<file path="src/rtl/fpga_cfg_loader_if.sv">
// Byte-stream valid/ready channel feeding the configuration loader.
interface fpga_cfg_loader_if;
  logic [7:0] s_data;
  logic       s_valid;
  logic       s_ready;

  modport master (output s_data, output s_valid, input s_ready);
  modport slave  (input s_data, input s_valid, output s_ready);
endinterface

</file>
<file path="src/rtl/fpga_cfg_loader.sv">
// Byte-serial bitstream loader for the 2x2 CLB fabric: shadow assembly, pad check, atomic commit.
// Optional CRC-8 trailer check enabled by defining CFG_CRC_EN.
module fpga_cfg_loader #(
  parameter int unsigned FRAME_BYTES = 109,
  parameter logic [7:0]  SYNC_BYTE   = 8'hA5
) (
  input  logic                 clk,
  input  logic                 reset,
  input  logic                 cfg_start,
  fpga_cfg_loader_if.slave     stream,
  output logic [143:0]         LUT_in,
  output logic [239:0]         SB_in,
  output logic [419:0]         CB_in,
  output logic [35:0]          sel_direction_BLEout,
  output logic [17:0]          sel_direction,
  output logic [8:0]           BLE_dff_select,
  output logic [3:0]           IO_sel,
  output logic                 fabric_reset,
  output logic                 cfg_busy,
  output logic                 cfg_done,
  output logic                 cfg_error
);

  localparam int unsigned FRAME_W = FRAME_BYTES * 8;
  localparam int unsigned CNT_W   = $clog2(FRAME_BYTES);
  localparam logic [CNT_W-1:0] LAST_IDX = CNT_W'(FRAME_BYTES - 1);

  typedef enum logic [2:0] {
    IDLE, SYNC, LOAD, CHECK, COMMIT, DONE, ERROR
`ifdef CFG_CRC_EN
    , CRC
`endif
  } state_t;

  state_t             state, state_nxt;
  logic [FRAME_W-1:0] shadow;
  logic [CNT_W-1:0]   cnt;
  logic               ready_st, s_ready_c, accept;
  logic               shift_en, cnt_clr, cnt_inc, commit_en, start_go, err_go;
  logic               in_crc;

`ifdef CFG_CRC_EN
  logic [7:0] crc;

  function automatic logic [7:0] crc8_byte(input logic [7:0] c_in, input logic [7:0] d);
    logic [7:0] c;
    c = c_in ^ d;
    for (int i = 0; i < 8; i++) c = c[7] ? ({c[6:0], 1'b0} ^ 8'h07) : {c[6:0], 1'b0};
    return c;
  endfunction

  assign in_crc = (state == CRC);
`else
  assign in_crc = 1'b0;
`endif

  // cfg_start has priority over any byte offered in the same cycle
  assign ready_st       = (state == SYNC) || (state == LOAD) || in_crc;
  assign s_ready_c      = ready_st && !cfg_start;
  assign stream.s_ready = s_ready_c;
  assign accept         = stream.s_valid && s_ready_c;

  always_ff @(posedge clk or posedge reset) begin
    if (reset) state <= IDLE;
    else       state <= state_nxt;
  end

  always_comb begin
    state_nxt = state;
    shift_en  = 1'b0;
    cnt_clr   = 1'b0;
    cnt_inc   = 1'b0;
    commit_en = 1'b0;
    start_go  = 1'b0;
    err_go    = 1'b0;
    case (state)
      IDLE, DONE, ERROR: begin
        if (cfg_start) begin
          state_nxt = SYNC;
          start_go  = 1'b1;
          cnt_clr   = 1'b1;
        end
      end
      SYNC: begin
        if (cfg_start) begin
          cnt_clr = 1'b1;
        end else if (accept) begin
          cnt_clr = 1'b1;
          if (stream.s_data == SYNC_BYTE) begin
            state_nxt = LOAD;
          end else begin
            state_nxt = ERROR;
            err_go    = 1'b1;
          end
        end
      end
      LOAD: begin
        if (cfg_start) begin
          state_nxt = SYNC;
          cnt_clr   = 1'b1;
        end else if (accept) begin
          shift_en = 1'b1;
          if (cnt == LAST_IDX) begin
`ifdef CFG_CRC_EN
            state_nxt = CRC;
`else
            state_nxt = CHECK;
`endif
          end else begin
            cnt_inc = 1'b1;
          end
        end
      end
`ifdef CFG_CRC_EN
      CRC: begin
        if (cfg_start) begin
          state_nxt = SYNC;
          cnt_clr   = 1'b1;
        end else if (accept) begin
          if (stream.s_data == crc) begin
            state_nxt = CHECK;
          end else begin
            state_nxt = ERROR;
            err_go    = 1'b1;
          end
        end
      end
`endif
      CHECK: begin
        if (cfg_start) begin
          state_nxt = SYNC;
          cnt_clr   = 1'b1;
        end else if (shadow[FRAME_W-1]) begin
          state_nxt = ERROR;
          err_go    = 1'b1;
        end else begin
          state_nxt = COMMIT;
        end
      end
      COMMIT: begin
        state_nxt = DONE;
        commit_en = 1'b1;
      end
      default: state_nxt = IDLE;
    endcase
  end

  // Shadow assembly and byte counter
  always_ff @(posedge clk or posedge reset) begin
    if (reset) begin
      shadow <= '0;
      cnt    <= '0;
    end else begin
      if (shift_en) shadow <= {shadow[FRAME_W-9:0], stream.s_data};
      if (cnt_clr)      cnt <= '0;
      else if (cnt_inc) cnt <= cnt + CNT_W'(1);
    end
  end

`ifdef CFG_CRC_EN
  // Running CRC over payload bytes only
  always_ff @(posedge clk or posedge reset) begin
    if (reset)         crc <= 8'h00;
    else if (cnt_clr)  crc <= 8'h00;
    else if (shift_en) crc <= crc8_byte(crc, stream.s_data);
  end
`endif

  // All configuration buses update together, only on a verified frame
  always_ff @(posedge clk or posedge reset) begin
    if (reset) begin
      IO_sel               <= '0;
      BLE_dff_select       <= '0;
      sel_direction        <= '0;
      sel_direction_BLEout <= '0;
      LUT_in               <= '0;
      SB_in                <= '0;
      CB_in                <= '0;
    end else if (commit_en) begin
      IO_sel               <= shadow[870:867];
      BLE_dff_select       <= shadow[866:858];
      sel_direction        <= shadow[857:840];
      sel_direction_BLEout <= shadow[839:804];
      LUT_in               <= shadow[803:660];
      SB_in                <= shadow[659:420];
      CB_in                <= shadow[419:0];
    end
  end

  always_ff @(posedge clk or posedge reset) begin
    if (reset) begin
      fabric_reset <= 1'b1;
      cfg_busy     <= 1'b0;
      cfg_done     <= 1'b0;
      cfg_error    <= 1'b0;
    end else if (start_go) begin
      fabric_reset <= 1'b1;
      cfg_busy     <= 1'b1;
      cfg_done     <= 1'b0;
      cfg_error    <= 1'b0;
    end else if (commit_en) begin
      fabric_reset <= 1'b0;
      cfg_busy     <= 1'b0;
      cfg_done     <= 1'b1;
    end else if (err_go) begin
      cfg_busy     <= 1'b0;
      cfg_error    <= 1'b1;
    end
  end

endmodule

</file>
<file path="src/flat_wrapper.sv">
// flat-port wrapper written by rule: the top's interface ports become plain ports
module fpga_cfg_loader_flat 
#(
  parameter int unsigned FRAME_BYTES = 109,
  parameter logic [7:0]  SYNC_BYTE   = 8'hA5
)
  (clk, reset, cfg_start, LUT_in, SB_in, CB_in, sel_direction_BLEout, sel_direction, BLE_dff_select, IO_sel, fabric_reset, cfg_busy, cfg_done, cfg_error, stream_s_data, stream_s_valid, stream_s_ready);
  fpga_cfg_loader_if stream_i ();
  input  logic clk;
  input  logic reset;
  input  logic cfg_start;
  output logic [143:0] LUT_in;
  output logic [239:0] SB_in;
  output logic [419:0] CB_in;
  output logic [35:0] sel_direction_BLEout;
  output logic [17:0] sel_direction;
  output logic [8:0] BLE_dff_select;
  output logic [3:0] IO_sel;
  output logic fabric_reset;
  output logic cfg_busy;
  output logic cfg_done;
  output logic cfg_error;
  input wire logic [$bits(stream_i.s_data)-1:0] stream_s_data;
  input wire logic [$bits(stream_i.s_valid)-1:0] stream_s_valid;
  output wire logic [$bits(stream_i.s_ready)-1:0] stream_s_ready;
  assign stream_i.s_data = stream_s_data;
  assign stream_i.s_valid = stream_s_valid;
  assign stream_s_ready = stream_i.s_ready;
  fpga_cfg_loader #(.FRAME_BYTES(FRAME_BYTES), .SYNC_BYTE(SYNC_BYTE)) u_core (.clk(clk), .reset(reset), .cfg_start(cfg_start), .stream(stream_i), .LUT_in(LUT_in), .SB_in(SB_in), .CB_in(CB_in), .sel_direction_BLEout(sel_direction_BLEout), .sel_direction(sel_direction), .BLE_dff_select(BLE_dff_select), .IO_sel(IO_sel), .fabric_reset(fabric_reset), .cfg_busy(cfg_busy), .cfg_done(cfg_done), .cfg_error(cfg_error));
endmodule
</file>
<file path="config.mk">
export PLATFORM = sky130hd
export DESIGN_NAME = fpga_cfg_loader_flat
export DESIGN_NICKNAME = d
export VERILOG_FILES = /design/src/rtl/fpga_cfg_loader_if.sv /design/src/rtl/fpga_cfg_loader.sv /design/src/flat_wrapper.sv
export SDC_FILE = /design/constraint.sdc
export NUM_CORES = 2
export LEC_CHECK = 0
export CAP_MARGIN = 15
export CORE_UTILIZATION = 50
export DETAILED_ROUTE_END_ITERATION = 10
export PLACE_DENSITY = 0.74
export SLEW_MARGIN = 20
export SYNTH_ARGS = -nofsm -noshare
export SYNTH_HDL_FRONTEND = slang
export SYNTH_SLANG_ARGS = --single-unit
</file>
<file path="constraint.sdc">
create_clock -name clk -period 157.5 [get_ports clk]
set_input_delay 31.5 -clock clk [delete_from_list [all_inputs] [get_ports clk]]
set_output_delay 31.5 -clock clk [all_outputs]
set_load 0.05 [all_outputs]
</file>
==> run_results.csv <==
group,metric,value,unit
finish,antenna_cells,0,
pwr,internal_power,0.717,mW
clock_tree,cts_sinks,1757,
pwr,seq_power_share,47.5,%
finish,final_layout_size_suffix_gt1_share,4.08,%
synthesis,async_flop_share,100,%
pwr,leakage,45.4,nW
timing,tns,0,ns
placement,place_area,75700,um^2
worst_setup_path,rrSetupSlack,151.11,ns
worst_setup_path,critical_path_class,"input pin to primary output",
synthesis,syn-cell-area,66500,um^2
pwr,ir_drop,0.0000112,V
synthesis,synth_edf_count,0,
pwr,sw_frac_of_total,25.9,%
worst_setup_path,cp.required,126.00,ns
route,drtIter0Drc,4794,
route,vias,51100,
pwr,clockPowerShare,44.4,%
synthesis,avgSynthCellArea,8.92,um^2
finish,ff_latch_area,44000,um^2
timing,max_slew.worst_pin.slew,1.13,ns
worst_setup_path,path_max_fanout,14,
route,first_pass_iters,5,
pwr,p_sw,0.251,mW
pwr,total_power,0.968,mW
grt,grt_pass1_wl,287,mm
finish,area_growth_syn_to_layout,22.9,%
placement,portBuffers,887,
timing,relSlewSlack,24.4,%
status,outcome,"completed",
synthesis,yosys_most_used_dff,"dfrtp_1",
timing,hold_viol_final,0,
clock_tree,clk_path_buf_depth,3,
placement,dp_hpwl,118,mm
placement,dp_slack,92.59,ns
worst_setup_path,arrival,33.42,ns
timing,finalCritPeriodShare,41.2,%
route,wl_per_cell,18.2,um
clock_tree,cts_resized,0,
grt,use_met1,35.6,%
clock_tree,clockRootBuffer,"clkbuf_16",
timing,maxSlewViolCount,0,
synthesis,synth.yosys.seq_area_share,66.1,%
worst_hold_path,worstHoldPathCells,2,
synthesis,synth-seq-cells,1757,
grt,grt_use_total,27.3,%
timing,rsz0062_at_grt,"no",
timing,period_needed,64.92,ns
worst_setup_path,worstRegToRegCells,9,
timing,setup_viol,0,
worst_setup_path,r2r-start,"u_core.state[0]",
grt,gr-total-overflow,0,
finish,multiInputGateArea,20100,um^2
die,core_area,132000,um^2
clock_tree,cts_hold_buf,0,
die,fp-row-count,133,
route,drtAntennaViolNets,0,
timing,timing.fmax,15.4,MHz
clock_tree,post_cts_buffers,0,
route,viasPerCell,5.07,
timing,fin_worst_skew,0.0293,ns
worst_hold_path,min_path_type,"flip-flop to flip-flop",
die,start_util,50.5,%
worst_hold_path,worstHoldEndpoint,"u_core.CB_in[121]",
grt,antenna_found_initial,0,
worst_setup_path,cp-start-kind,"input pin",
worst_setup_path,r2r-end,"u_core.SB_in[73]",
synthesis,yosys_warnings,0,
clock_tree,tritoncts,"done",
die,die_area,134000,um^2
synthesis,synth_cell_type_count,42,
grt,grt_start_max_net_pins,212,
finish,nFillCells,10800,
clock_tree,cts.htree.levels,4,
die,boundaryPins,888,
synthesis,synthCells,7460,
worst_hold_path,hp-start,"u_core.CB_in[121]",
pwr,combPwrFrac,8.1,%
clock_tree,cts_buffers,175,
grt,grtUsageMet3,8.40,%
grt,grt_pass1_vias,49900,
flow_run,cap_viol_max_count,0,
clock_tree,clock_latency,0.81,ns
die,die_x,367,um
grt,met2_usage,42.2,%
finish,final_area,81800,um^2
finish,finalNetCount,8195,
die,fp.dieH,367,um
clock_tree,clkSlewWorstSetupHoldPaths,0.06,ns
worst_setup_path,endpoint_kind,"primary output",
placement,gp_congestion,0.861,
synthesis,synth_nets,7474,
pwr,p_per_area,11.8,nW/um^2
route,wirelength,184,mm
timing,setup_ws,92.58,ns
route,drc_errors,0,
grt,busiest_layer,"met2",
cell usage after synthesis (2+ instances only):
cell | count | area share (%)
a21oi_1 | 8 | 0.060
buf_4 | 13 | 0.15
o31ai_1 | 2 | 0.023
buf_2 | 212 | 1.6
buf_1 | 2 | 0.011
ha_1 | 2 | 0.038
nand2b_1 | 5 | 0.047
inv_1 | 6 | 0.034
nand2_1 | 5234 | 30
clkbuf_1 | 84 | 0.47
nor4_1 | 2 | 0.019
dfrtp_1 | 1756 | 66
nor3_1 | 2 | 0.015
or3_1 | 2 | 0.019
nor2_1 | 7 | 0.040
nand3_1 | 5 | 0.038
or4bb_1 | 2 | 0.034
o211ai_1 | 3 | 0.034
buf_6 | 82 | 1.4
o21ai_0 | 7 | 0.053
nor2b_1 | 3 | 0.028
how the worst max path moves through the flow:
stage                   start                        to  slack [ns]  depth (start not counted)
floorplan               reset  u_core.BLE_dff_select[0]       76.40                          1
global placement    cfg_start            stream_s_ready       92.51                          4
detailed placement  cfg_start            stream_s_ready       92.59                          4
CTS                 cfg_start            stream_s_ready       92.59                          4
global route        cfg_start            stream_s_ready       92.47                          4
finish              cfg_start            stream_s_ready       92.58                          4
cells by family (layout without fill, tap and decap cells):
group | count (synthesis) | in the layout | synth area share [%]
simple gates | 5271 | 5271 | 29.9
buf+inv | 399 | 1258 | 3.65
compound gates | 28 | 28 | 0.265
flops | 1757 | 1757 | 66.1
fa+ha+maj | 2 | 2 | 0.0376
mux | 1 | 1 | 0.0151
xor+xnor | 2 | 2 | 0.0263
cell type report:
type	count	area share (%)
clock buffers	255	6.29
clock inverters	60	0.984
inverters	6	0.0367
multi-input cells	5304	24.6
flip-flops and latches	1757	53.8
well taps	1755	2.69
repair buffers	937	11.6
through the flow:
stage	util, %	instances	hold WS [ns]
2_1_floorplan	-	7460	0.439
3_3_place_gp	57.4	9756	0.449
3_5_place_dp	57.4	9756	0.461
4_1_cts	62.0	10100	0.476
5_1_grt	62.0	10100	0.488
6_report	62.0	10100	0.470
worst max-delay path: stages:
cell and delay, ns:
clkdlybuf4s50_1 0.64, nor2_1 0.23, a21boi_0 0.21, clkdlybuf4s50_1 0.83
layout by cell type (no fill, tap or decap), drive strengths merged, types with 2 or more instances in the layout:
cell type | synthesis | routed
o21ai | 7 | 7
or4bb | 2 | 2
bufinv | 0 | 15
nor2 | 8 | 8
nand3 | 5 | 5
a21oi | 8 | 8
clkdlybuf4s50 | 0 | 887
buf | 309 | 50
ha | 2 | 2
nor4 | 2 | 2
o211ai | 3 | 3
nand2 | 5234 | 5234
clkinv | 0 | 32
or3 | 2 | 2
nand2b | 5 | 5
dfrtp | 1756 | 1756
o31ai | 2 | 2
or4 | 2 | 2
clkinvlp | 0 | 4
nor2b | 3 | 3
inv | 6 | 15
nor3 | 2 | 2
clkbuf | 84 | 255
registers in the layout, summed over array words and instances (netlist names):
name / cells
u_core.state: 3
u_core.CB_in: 420
u_core.fabric_reset: 1
u_core.cfg_busy: 1
u_core.IO_sel: 4
u_core.LUT_in: 144
u_core.cfg_error: 1
u_core.SB_in: 240
u_core.cfg_done: 1
u_core.sel_direction: 18
u_core.sel_direction_BLEout: 36
u_core.cnt: 7
u_core.BLE_dff_select: 9
u_core.shadow: 872
power by group through the flow:
stage	Combinational, mW	Sequential, mW	Clock, mW
final	0.0782	0.460	0.430
after CTS	0.0793	0.460	0.437
after detailed placement	0.0791	0.468	0
after global routing	0.0855	0.460	0.455
after global placement	0.0788	0.468	0
after floorplan	0.0520	0.475	0
metal layers:
layer,vias up,routed length (um)
met2,1562,85300
met5,-,0
li1,23900,-
met3,338,15800
met4,0,8230
met1,25300,74300
(Power assumes the default switching activity.)
